$ cat src/rtl/v_disp_pkg.sv
// Shared constants for the multiplexed 7-segment display driver.
// Includes segment patterns (active-low a..g), converter state encoding and a power-of-ten helper.
package v_disp_pkg;

  localparam logic [0:6] SEG_0     = 7'b0000001;
  localparam logic [0:6] SEG_1     = 7'b1001111;
  localparam logic [0:6] SEG_2     = 7'b0010010;
  localparam logic [0:6] SEG_3     = 7'b0000110;
  localparam logic [0:6] SEG_4     = 7'b1001100;
  localparam logic [0:6] SEG_5     = 7'b0100100;
  localparam logic [0:6] SEG_6     = 7'b0100000;
  localparam logic [0:6] SEG_7     = 7'b0001111;
  localparam logic [0:6] SEG_8     = 7'b0000000;
  localparam logic [0:6] SEG_9     = 7'b0000100;
  localparam logic [0:6] SEG_BLANK = 7'b1111111;
  localparam logic [0:6] SEG_DASH  = 7'b1111110;

  typedef enum logic [1:0] {
    IDLE  = 2'd0,
    SHIFT = 2'd1,
    LATCH = 2'd2
  } conv_state_t;

  function automatic logic [63:0] pow10(input int n);
    logic [63:0] r;
    r = 64'd1;
    for (int i = 0; i < n; i++) r = r * 64'd10;
    return r;
  endfunction

endpackage

$ cat src/rtl/v_bin2bcd_seq.sv
// Sequential shift-add-3 binary-to-BCD converter: one bit per clock, WIDTH shift cycles
// followed by a single LATCH cycle in which done is high and bcd holds the result.
module v_bin2bcd_seq
  import v_disp_pkg::*;
#(
  parameter int WIDTH = 14,
  parameter int NDIG  = 4
) (
  input  logic                clk,
  input  logic                rst,
  input  logic                start,
  input  logic [WIDTH-1:0]    bin,
  output logic                busy,
  output logic                done,
  output logic [4*NDIG-1:0]   bcd
);

  localparam int BW = 4 * NDIG;
  localparam int CW = $clog2(WIDTH + 1);

  conv_state_t      r_state, w_state_nxt;
  logic [CW-1:0]    r_cnt;
  logic             r_busy;
  logic [WIDTH-1:0] r_bin;
  logic [BW-1:0]    r_bcd;
  logic [BW-1:0]    w_adj;
  logic             w_start;

  function automatic logic [BW-1:0] add3(input logic [BW-1:0] b);
    logic [BW-1:0] r;
    r = b;
    for (int i = 0; i < NDIG; i++)
      if (b[4*i +: 4] >= 4'd5) r[4*i +: 4] = b[4*i +: 4] + 4'd3;
    return r;
  endfunction

  assign w_start = (r_state == IDLE) && start;
  assign w_adj   = add3(r_bcd);

  always_ff @(posedge clk) begin
    if (rst) r_state <= IDLE;
    else     r_state <= w_state_nxt;
  end

  always_comb begin
    w_state_nxt = r_state;
    case (r_state)
      IDLE:    if (start) w_state_nxt = SHIFT;
      SHIFT:   if (r_cnt == CW'(WIDTH - 1)) w_state_nxt = LATCH;
      LATCH:   w_state_nxt = IDLE;
      default: w_state_nxt = IDLE;
    endcase
  end

  always_ff @(posedge clk) begin
    if (rst) begin
      r_busy <= 1'b0;
      r_cnt  <= '0;
    end else begin
      if (w_start) begin
        r_busy <= 1'b1;
        r_cnt  <= '0;
      end else if (r_state == SHIFT) begin
        r_cnt <= r_cnt + CW'(1);
      end
      if (r_state == LATCH) r_busy <= 1'b0;
    end
  end

  // Shift stage: adjust every nibble, then shift {bcd, bin} left; MSB of bcd falls off.
  always_ff @(posedge clk) begin
    if (w_start) begin
      r_bin <= bin;
      r_bcd <= '0;
    end else if (r_state == SHIFT) begin
      r_bcd <= {w_adj[BW-2:0], r_bin[WIDTH-1]};
      r_bin <= {r_bin[WIDTH-2:0], 1'b0};
    end
  end

  assign busy = r_busy;
  assign done = (r_state == LATCH);
  assign bcd  = r_bcd;

endmodule

$ cat src/rtl/v_disp_scan_n.sv
// Multiplexed common-anode display driver: converts a binary value to BCD on load and
// scans NDIG digits with leading-zero blanking and an all-dash overflow indication.
module v_disp_scan_n
  import v_disp_pkg::*;
#(
  parameter int NDIG     = 4,
  parameter int WIDTH    = 14,
  parameter int REFRESH  = 100000,
  parameter int BLANK_LZ = 1
) (
  input  logic             clk,
  input  logic             rst,
  input  logic [WIDTH-1:0] value,
  input  logic             load,
  output logic             busy,
  output logic             ovf,
  output logic [0:6]       seg,
  output logic [0:NDIG-1]  an
);

  localparam int          PW      = (REFRESH > 1) ? $clog2(REFRESH) : 1;
  localparam int          IW      = (NDIG > 1) ? $clog2(NDIG) : 1;
  localparam logic [63:0] OVF_LIM = pow10(NDIG);

  logic              w_busy, w_done, w_accept;
  logic [4*NDIG-1:0] w_bcd;
  logic              r_ovf_pend, r_ovf;
  logic [3:0]        r_dig [NDIG];
  logic [PW-1:0]     r_presc;
  logic [IW-1:0]     r_idx_p0;
  logic [0:6]        r_seg_p1, w_seg;
  logic [0:NDIG-1]   r_an_p1, w_an;
  logic [NDIG-1:0]   w_lz;
  logic              w_run;

  function automatic logic [0:6] seg_decode(input logic [3:0] d);
    case (d)
      4'd0:    return SEG_0;
      4'd1:    return SEG_1;
      4'd2:    return SEG_2;
      4'd3:    return SEG_3;
      4'd4:    return SEG_4;
      4'd5:    return SEG_5;
      4'd6:    return SEG_6;
      4'd7:    return SEG_7;
      4'd8:    return SEG_8;
      4'd9:    return SEG_9;
      default: return SEG_BLANK;
    endcase
  endfunction

  assign w_accept = load && !w_busy;

  v_bin2bcd_seq #(.WIDTH(WIDTH), .NDIG(NDIG)) u_conv (
    .clk   (clk),
    .rst   (rst),
    .start (w_accept),
    .bin   (value),
    .busy  (w_busy),
    .done  (w_done),
    .bcd   (w_bcd)
  );

  // Display digits only change on done, so a partial conversion is never visible.
  always_ff @(posedge clk) begin
    if (rst) begin
      r_ovf_pend <= 1'b0;
      r_ovf      <= 1'b0;
      for (int i = 0; i < NDIG; i++) r_dig[i] <= 4'd0;
    end else begin
      if (w_accept) r_ovf_pend <= (64'(value) >= OVF_LIM);
      if (w_done) begin
        r_ovf <= r_ovf_pend;
        for (int i = 0; i < NDIG; i++) r_dig[i] <= w_bcd[4*(NDIG-1-i) +: 4];
      end
    end
  end

  // Stage p0: prescaler and scan index.
  always_ff @(posedge clk) begin
    if (rst) begin
      r_presc  <= '0;
      r_idx_p0 <= '0;
    end else if (r_presc == PW'(REFRESH - 1)) begin
      r_presc  <= '0;
      r_idx_p0 <= (r_idx_p0 == IW'(NDIG - 1)) ? '0 : r_idx_p0 + IW'(1);
    end else begin
      r_presc <= r_presc + PW'(1);
    end
  end

  always_comb begin
    w_run = 1'b1;
    w_lz  = '0;
    for (int i = 0; i < NDIG; i++) begin
      w_run   = w_run && (r_dig[i] == 4'd0);
      w_lz[i] = w_run;
    end
    if (r_ovf)
      w_seg = SEG_DASH;
    else if ((BLANK_LZ != 0) && (r_idx_p0 != IW'(NDIG - 1)) && w_lz[r_idx_p0])
      w_seg = SEG_BLANK;
    else
      w_seg = seg_decode(r_dig[r_idx_p0]);
    for (int i = 0; i < NDIG; i++) w_an[i] = (r_idx_p0 != IW'(i));
  end

  // Stage p1: registered segment and anode drive.
  always_ff @(posedge clk) begin
    if (rst) begin
      r_seg_p1 <= SEG_BLANK;
      r_an_p1  <= '1;
    end else begin
      r_seg_p1 <= w_seg;
      r_an_p1  <= w_an;
    end
  end

  assign busy = w_busy;
  assign ovf  = r_ovf;
  assign seg  = r_seg_p1;
  assign an   = r_an_p1;

endmodule

$ cat config.mk
export PLATFORM = sky130hd
export DESIGN_NAME = v_disp_scan_n
export DESIGN_NICKNAME = d
export VERILOG_FILES = /design/src/rtl/v_disp_pkg.sv /design/src/rtl/v_bin2bcd_seq.sv /design/src/rtl/v_disp_scan_n.sv
export SDC_FILE = /design/constraint.sdc
export NUM_CORES = 1
export LEC_CHECK = 0
export ABC_AREA = 1
export BUFFER_PORTS_ARGS = -buffer_cell sky130_fd_sc_hd__clkbuf_2
export CAP_MARGIN = 20
export CORE_MARGIN = 2
export CORE_UTILIZATION = 35
export CTS_CLUSTER_DIAMETER = 50
export CTS_CLUSTER_SIZE = 30
export DETAILED_ROUTE_END_ITERATION = 6
export SLEW_MARGIN = 20
export SYNTH_ARGS = -nofsm -noshare
export SYNTH_HDL_FRONTEND = slang
export SYNTH_SLANG_ARGS = --single-unit
$ cat constraint.sdc
create_clock -name clk -period 2.7 [get_ports clk]
set_clock_uncertainty 0.1 [all_clocks]
set_input_delay 0.54 -clock clk [delete_from_list [all_inputs] [get_ports clk]]
set_output_delay 0.54 -clock clk [all_outputs]
set_load 0.02 [all_outputs]
---- Word level (Yosys, flattened, before mapping) ----
Memory sizes are Yosys's and may differ from the RTL's. A register that Yosys moved wholly into a read port is not among the register bits.
Index checks and enable logic that the tools add are counted.
word-level totals
  flip-flop bits (word level) ............. 69
  bits in read-only memories .............. 112
  memories kept ........................... 2
  input port bits ......................... 17
  output and inout bits ................... 13
  bits in writable memories ............... 16
  logic and storage cells ................. 85
  latch bits .............................. 0
cells by class
  $lt $le $gt $ge ......................... 6
  $mul .................................... 0
  div/mod/pow operators ................... 0
  bitwise logic cells ..................... 4
  equality and inequality tests ........... 10
  multiplexer cells ....................... 25
  reduce and logical (&&, ||, !) cells .... 19
  $add $sub $neg .......................... 7
  shifts and indexed selects .............. 0
memory list
  memory           words  bits a word  rd ports  clocked after memory_dff  wr ports  RTL line             RTL
  (no name shown)  16     7            1         0                         0         v_disp_scan_n.sv:37  case (d)
  r_dig            4      4            5         1                         4         v_disp_scan_n.sv:28  logic [3:0] r_dig [NDIG];
operator list
  kind                                                                           number
  14-bit two-way mux                                                             2
  4-bit two-way mux                                                              7
  17-bit by 1-bit adder with 17-bit output (second input constant)               1
  17-bit == test (second input constant)                                         1
  4-bit by 3-bit >= comparator with 1-bit output (second input constant)         4
  4-bit zero test                                                                4
  14-bit >= comparator (second input constant)                                   1
  4-bit by 2-bit adder with 4-bit output (second input constant)                 3
  2-bit two-way mux                                                              5
  1-bit two-way mux                                                              8
  1-bit logical AND                                                              6
  2-bit by 1-bit inequality test with 1-bit output (second input constant)       3
  2-bit OR reduction                                                             3
  4-bit by 1-bit adder with 4-bit output (second input constant)                 1
  2-bit == test (second input constant)                                          2
  4-bit == test (second input constant)                                          1
  2-bit inequality test (second input constant)                                  2
  1-bit OR                                                                       4
  2-bit case mux with 2 select lines                                             1
  2-bit nonzero test                                                             2
  3-bit by 2-bit adder with 3-bit output (second input constant)                 1
  2-bit by 3-bit less-than comparator with 1-bit output (second input constant)  1
  3-bit two-way mux                                                              1
  3-bit OR reduction                                                             1
  6 further kinds                                                                6

---- Logic depth before layout (Yosys ltp) ----
An unclocked memory read counts as a cell.
  word-level depth ........................ 10
  gate-level depth with buffers ........... 13
  depth with buffers taken out ............ 11

---- By module ----
From an unflattened synthesis, not the netlist that was laid out.
second synthesis, totals
  cell total of the unflattened synthesis .. 557
  area total of the unflattened synthesis .. 4341.7 µm²
by module, submodules not included
  module         area each (µm²)  instances  cells each  seq. area each (µm²)
  v_disp_scan_n  2486.1           1          313         1161.1
  v_bin2bcd_seq  1855.5           1          244         880.8

---- Least setup slack after synthesis ----
OpenSTA, ideal clock, no wires.
  path type ............................... input port to flip-flop
  start point ............................. input load
  end point ............................... register u_conv.r_bin[0] (enable)
  data arrival time ....................... 1.326 ns
  path slack .............................. 0.929 ns
  cell stages on the path ................. 5
  path buffers ............................ 1
  cell sequence ........................... nand2_1 -> nor3_2 -> inv_2 -> nand2_1 -> buf_2
on the way
  word-level cells in the longest chain between the ends .. 3
ends and longest elaborated chain
  item                                 RTL line             RTL
  from (decl)                          v_disp_scan_n.sv:14  input logic load,
  1-bit logical AND                    v_disp_scan_n.sv:52  assign w_accept = load && !w_busy;
  1-bit logical AND                    v_bin2bcd_seq.sv:37  assign w_start = (r_state == IDLE) && start;
  2-bit nonzero test (no source line)  --
  to (signal assigned)                 v_bin2bcd_seq.sv:73  r_bin <= bin;
  to (signal assigned)                 v_bin2bcd_seq.sv:77  r_bin <= {r_bin[WIDTH-2:0], 1'b0};
  to (decl)                            v_bin2bcd_seq.sv:24  logic [WIDTH-1:0] r_bin;
Every way passes these cells.
A chain may end at the register's enable or synchronous reset.

---- Worst setup path after layout ----
  start point ............................. register r_presc[0]
  end point ............................... register r_presc[9]
on the way
  word-level cells in the longest chain between the ends .. 2
  elaborated cells between the ends (all ways) .. 3
  those cells by class .................... add/sub: 1; eq/ne: 1; reduce/logical: 1
ends and longest elaborated chain
  item                                                                                              RTL line             RTL
  from (decl)                                                                                       v_disp_scan_n.sv:29  logic [PW-1:0] r_presc;
  from (signal assigned)                                                                            v_disp_scan_n.sv:88  r_presc <= r_presc + PW'(1);
  parallel branches: the longest is 2 deep, another holds 17-bit by 1-bit adder with 17-bit output  --
Several ways; the timed one is not identified.

==> results.md <==
Worst setup path:
- The logic depth of the worst register-to-register path is 6.
- The sort of element at the start of the critical path is a flip-flop.
- In this run the critical register-to-register path is launched from r_presc[0]$_SDFF_PP0_.
- Data arrives at the worst endpoint at 1.99 ns.
- On the critical path the largest part of the delay comes from simple AND/OR/NAND/NOR gates.
- The critical path is of the flip-flop to flip-flop type.
- The critical path contains buffers and inverters numbering 0 combined.
- For the worst setup path, the data required time is 2.80 ns.
- Across all register-to-register paths, the minimum setup slack is 0.82 ns.
- Among all stages on the critical path, the largest delay is contributed by sky130_fd_sc_hd__o21ai_2.
- The worst register-to-register path ends at r_presc[9]$_SDFF_PP0_.
- The largest fanout on the critical path is 15.
- The endpoint kind of the worst setup timing path is a flip-flop.
- Walking the worst path, the cells encountered are ha_1, nand2_1, nor2_2, nand3_1, o21ai_2, nor2_1.
- The highest cell delay on the worst timing path is 0.54 ns.
- In this run the worst setup path begins at r_presc[0]$_SDFF_PP0_.

Pwr:
- The total power per unit cell area is 650 mW/mm^2.
- The overall power is 3100 uW.
- The static leakage is 0.00197 uW.
- VDD sags by at most 0.377 mV.

Routing:
- The detailed router placed 3,244 vias in this run.
- Dividing the detail-routed wire length by the instance count gives 11.3 um.
- After the first detailed-routing iteration, the DRC count stood at 173.
- The sum of met2 wire segment lengths after detailed routing is 3370 um.
- The detail-routed via count per cell is 4.69.
- Before antenna repair, the detailed router went through 4 iterations.
- In the final routing, the length of wire on met1 measures 3810 um.
- The remaining routing DRC violations is 0.
- The wire length reported by the detailed router is 7840 um.
- The post-detailed-route count of antenna-violating nets is 0.
- The routed length on met3 is 456 um.
- The highest layer touched by signal routing is met4.

Floorplan:
- In this run the vertical extent of the chip is 113 um.
- For this configuration, the core starts out at a cell density of 0.361.
- The initialized floorplan defines 39 standard-cell rows.
- The number of primary I/O pins is 30.
- The floorplan die width is 113 um.
- The die footprint is 0.0127 mm^2.
- The standard cell core area is 0.0115 mm^2.

Global route:
- The initial antenna violation count is 0.
- Entering global routing, the biggest net connects 24 pins.
- The first-pass GRT wire length is 13,700 um.
- Across every metal layer, demand over resource in global routing totals 0.132.
- The remaining global-route overflow is 0.
- The number of global-route vias before repair was 3,090.

STA:
- The achievable frequency is 0.531 GHz.
- The clock period minus worst slack is 1.88 ns.
- Measured against its own limit, the worst slew margin works out to 0.517.
- In the finished design, the share of the clock period the worst path needs comes to 0.697.
- The number of pins with negative max-slew slack in the final report is 0.
- The total setup violations reported at the end of the flow is 0.
- For the pin with the worst max-slew slack, the measured transition is 0.723 ns.
- Setup repair after global routing left no endpoint under its margin.
- In the final timing run, aggregate negative setup slack is 0 ns.
- The number of endpoints with negative hold slack in the final report is 0.

CTS:
- The later pin in the worst-skew pair is clocked with a latency of 0.34 ns.
- No sink is reached through more buffers than the 2 on the longest clock path.
- The number of clock buffers added by TritonCTS is 9.
- TritonCTS built the clock tree.
- The count of clock tree sinks is 87.
- The cts-stage hold buffer count is 0.
- The post-CTS repair timing setup buffer count is 0.
- CTS built an H-tree with a depth of 3.
- The clock slew at the register clock pins of the worst setup and hold paths is 0.06 ns.
- The cell at the root of the clock tree is sky130_fd_sc_hd__clkbuf_16.
- The count of instances resized after the clock tree is built is 0.

Worst hold path:
- The critical hold path startpoint is rst.
- For hold timing, the worst endpoint is r_ovf_pend$_SDFFE_PP0P_.
- The worst hold path stage count is 2.
- The worst hold path belongs to the class input port to flip-flop.

Place:
- The HPWL after detailed placement is 5720 um.
- Routability-driven placement finished with a final weighted congestion of 0.871.
- The placed cell count is 676.
- In this run the tool buffered the top-level ports with 29 buffer cells.

Synth:
- Of the total synthesized cell area, the portion taken by full adders, half adders and majority gates is 0.0636.
- After synthesis, the share of flip-flops with an asynchronous set or reset is 0.
- For this run, the register share of the synthesized area comes to 0.494.
- After synthesis, the cell types taking the most area are sky130_fd_sc_hd__dfxtp_1 28%, sky130_fd_sc_hd__edfxtp_1 22%, sky130_fd_sc_hd__nand2_1 12%, sky130_fd_sc_hd__ha_1 6.4%, sky130_fd_sc_hd__inv_1 5.3%.
- The synthesized flop and latch total is 87.
- The synthesized netlist cell count is 510.
- The share of synthesized area in the top cell type comes to 0.276.
- Of the total synthesized cell area, the portion taken by AND, OR, NAND and NOR gates is 0.254.
- The count of warnings emitted by yosys is 0.
- The post-synthesis share of cell area spent on xor and xnor gates is 0.0191.
- The synthesized netlist contains 34 unique library cells.
- Counting flops with a built-in enable in the synthesized netlist gives 30.
- The synthesized cell area is 0.00413 mm^2.
- The largest total area in the synthesized netlist belongs to sky130_fd_sc_hd__dfxtp_1.
- The mux share of post-synthesis cell area is 0.
- The fraction of the mapped netlist area in compound gates is 0.0938.
- Among all flip-flop cells after synthesis, the most frequent one is sky130_fd_sc_hd__dfxtp_1.
- A synthesized cell averages 8.11 um^2.
- After synthesis, the largest family of logic cells by area is simple AND/OR/NAND/NOR gates.
- Counting every net in the synthesized netlist gives 548.

Finish:
- After the last flow step, the layout net total stands at 582.
- The fill cell instance count of the final layout is 1,109.
- The final core area utilization is 0.416.
- Relative to the synthesized area, the layout overhead comes to 15.4%.
- Excluding fillers, the count of instances in the completed layout stands at 692.
- The final antenna diode count is 0.
- In the final layout, the share of cells above drive strength 1 is 0.128.

Flow run:
- The number of max-cap violations is 0.

Status:
- The run finished with clean final reports.
## power by group
group,switching [uW],leakage [uW],internal (uW)
clock network,499,0.000156,836
logic,184,0.00105,97.9
registers,37.1,0.000767,1450
total,720,0.00197,2380
## sequential cells by signal, indices dropped and copies added, names as in the netlist, named ones only
name            flops
r_presc            17
r_dig              16
u_conv.bcd         16
u_conv.r_bin       14
seg                 7
an                  4
u_conv.r_cnt        4
r_idx_p0            2
u_conv.r_state      2
ovf                 1
r_ovf_pend          1
u_conv.busy         1
## per-layer routing
metal / GRT usage / vias to the layer above
met5: 0 / -
met4: 0.0667 / 0
met3: 0.0356 / 19
met2: 0.202 / 72
met1: 0.171 / 1434
li1: - / 1719
## logic make-up after synthesis
family	count (synthesis)
AOI/OAI and AO/OA	74
adders and majority gates	21
xor gates and xnor gates	9
buffers and inverters	78
and+or+nand+nor	241
DFF	87
## worst max-delay path by stage
stage | end | slack, ns | depth (start not counted)
2_1_floorplan | u_conv.r_bin[0]$_SDFFCE_PN0P_ | 0.93 | 5
3_3_place_gp | r_dig[2][2]$_SDFFCE_PN0P_ | 0.75 | 3
3_5_place_dp | r_dig[2][0]$_SDFFCE_PN0P_ | 0.66 | 3
4_1_cts | r_presc[9]$_SDFF_PP0_ | 0.78 | 6
5_1_grt | r_presc[9]$_SDFF_PP0_ | 0.63 | 6
6_report | r_presc[9]$_SDFF_PP0_ | 0.82 | 6
## cells in the mapped netlist (3+ instances only)
library cell,n
sky130_fd_sc_hd__inv_2,9
sky130_fd_sc_hd__xor2_1,7
sky130_fd_sc_hd__edfxtp_1,30
sky130_fd_sc_hd__o21ai_1,23
sky130_fd_sc_hd__nand4_1,7
sky130_fd_sc_hd__dfxtp_1,57
sky130_fd_sc_hd__o21ai_0,21
sky130_fd_sc_hd__nor3_2,3
sky130_fd_sc_hd__nand3_1,26
sky130_fd_sc_hd__ha_1,21
sky130_fd_sc_hd__nand2_1,131
sky130_fd_sc_hd__inv_1,58
sky130_fd_sc_hd__nor2_1,52
sky130_fd_sc_hd__nor3_1,8
sky130_fd_sc_hd__clkbuf_1,6
sky130_fd_sc_hd__a21oi_1,25
## area by class of cell
type / count / area, um^2 / share of cell area
clock buffers: 11 / 243 / 0.0509
clock inverters: 5 / 81.3 / 0.0171
inverters: 67 / 251 / 0.0527
multi-input cells: 345 / 1780 / 0.373
flip-flops and latches: 87 / 2040 / 0.428
well taps: 143 / 179 / 0.0375
repair buffers: 34 / 195 / 0.0409
## worst register-to-register path, cell delays in order, from the launching register on
cell                      delay, ns
sky130_fd_sc_hd__dfxtp_1       0.35
sky130_fd_sc_hd__ha_1          0.18
sky130_fd_sc_hd__nand2_1       0.11
sky130_fd_sc_hd__nor2_2        0.17
sky130_fd_sc_hd__nand3_1       0.20
sky130_fd_sc_hd__o21ai_2       0.54
sky130_fd_sc_hd__nor2_1        0.10
## cells in the final DEF, fill, tap and decap left out, drive strengths merged, types with 2 or more instances in the layout
master	instances
nand2	133
inv	67
dfxtp	57
nor2	55
o21ai	45
clkbuf	40
edfxtp	30
nand3	27
a21oi	25
ha	21
nor3	11
xor2	7
nand4	7
buf	5
or2	4
o211ai	3
nor3b	2
xnor2	2
bufinv	2
clkinv	2
## per-stage QoR
stage	cell area [um^2]	hold WS, ns	setup WS [ns]
final	4770	0.326	0.817
after global routing	4770	0.326	0.632
after CTS	4770	0.314	0.783
after detailed placement	4450	0.337	0.660
after global placement	4450	0.326	0.753
after floorplan	4130	0.318	0.929
No activity file was read; power rests on OpenSTA's default activity.
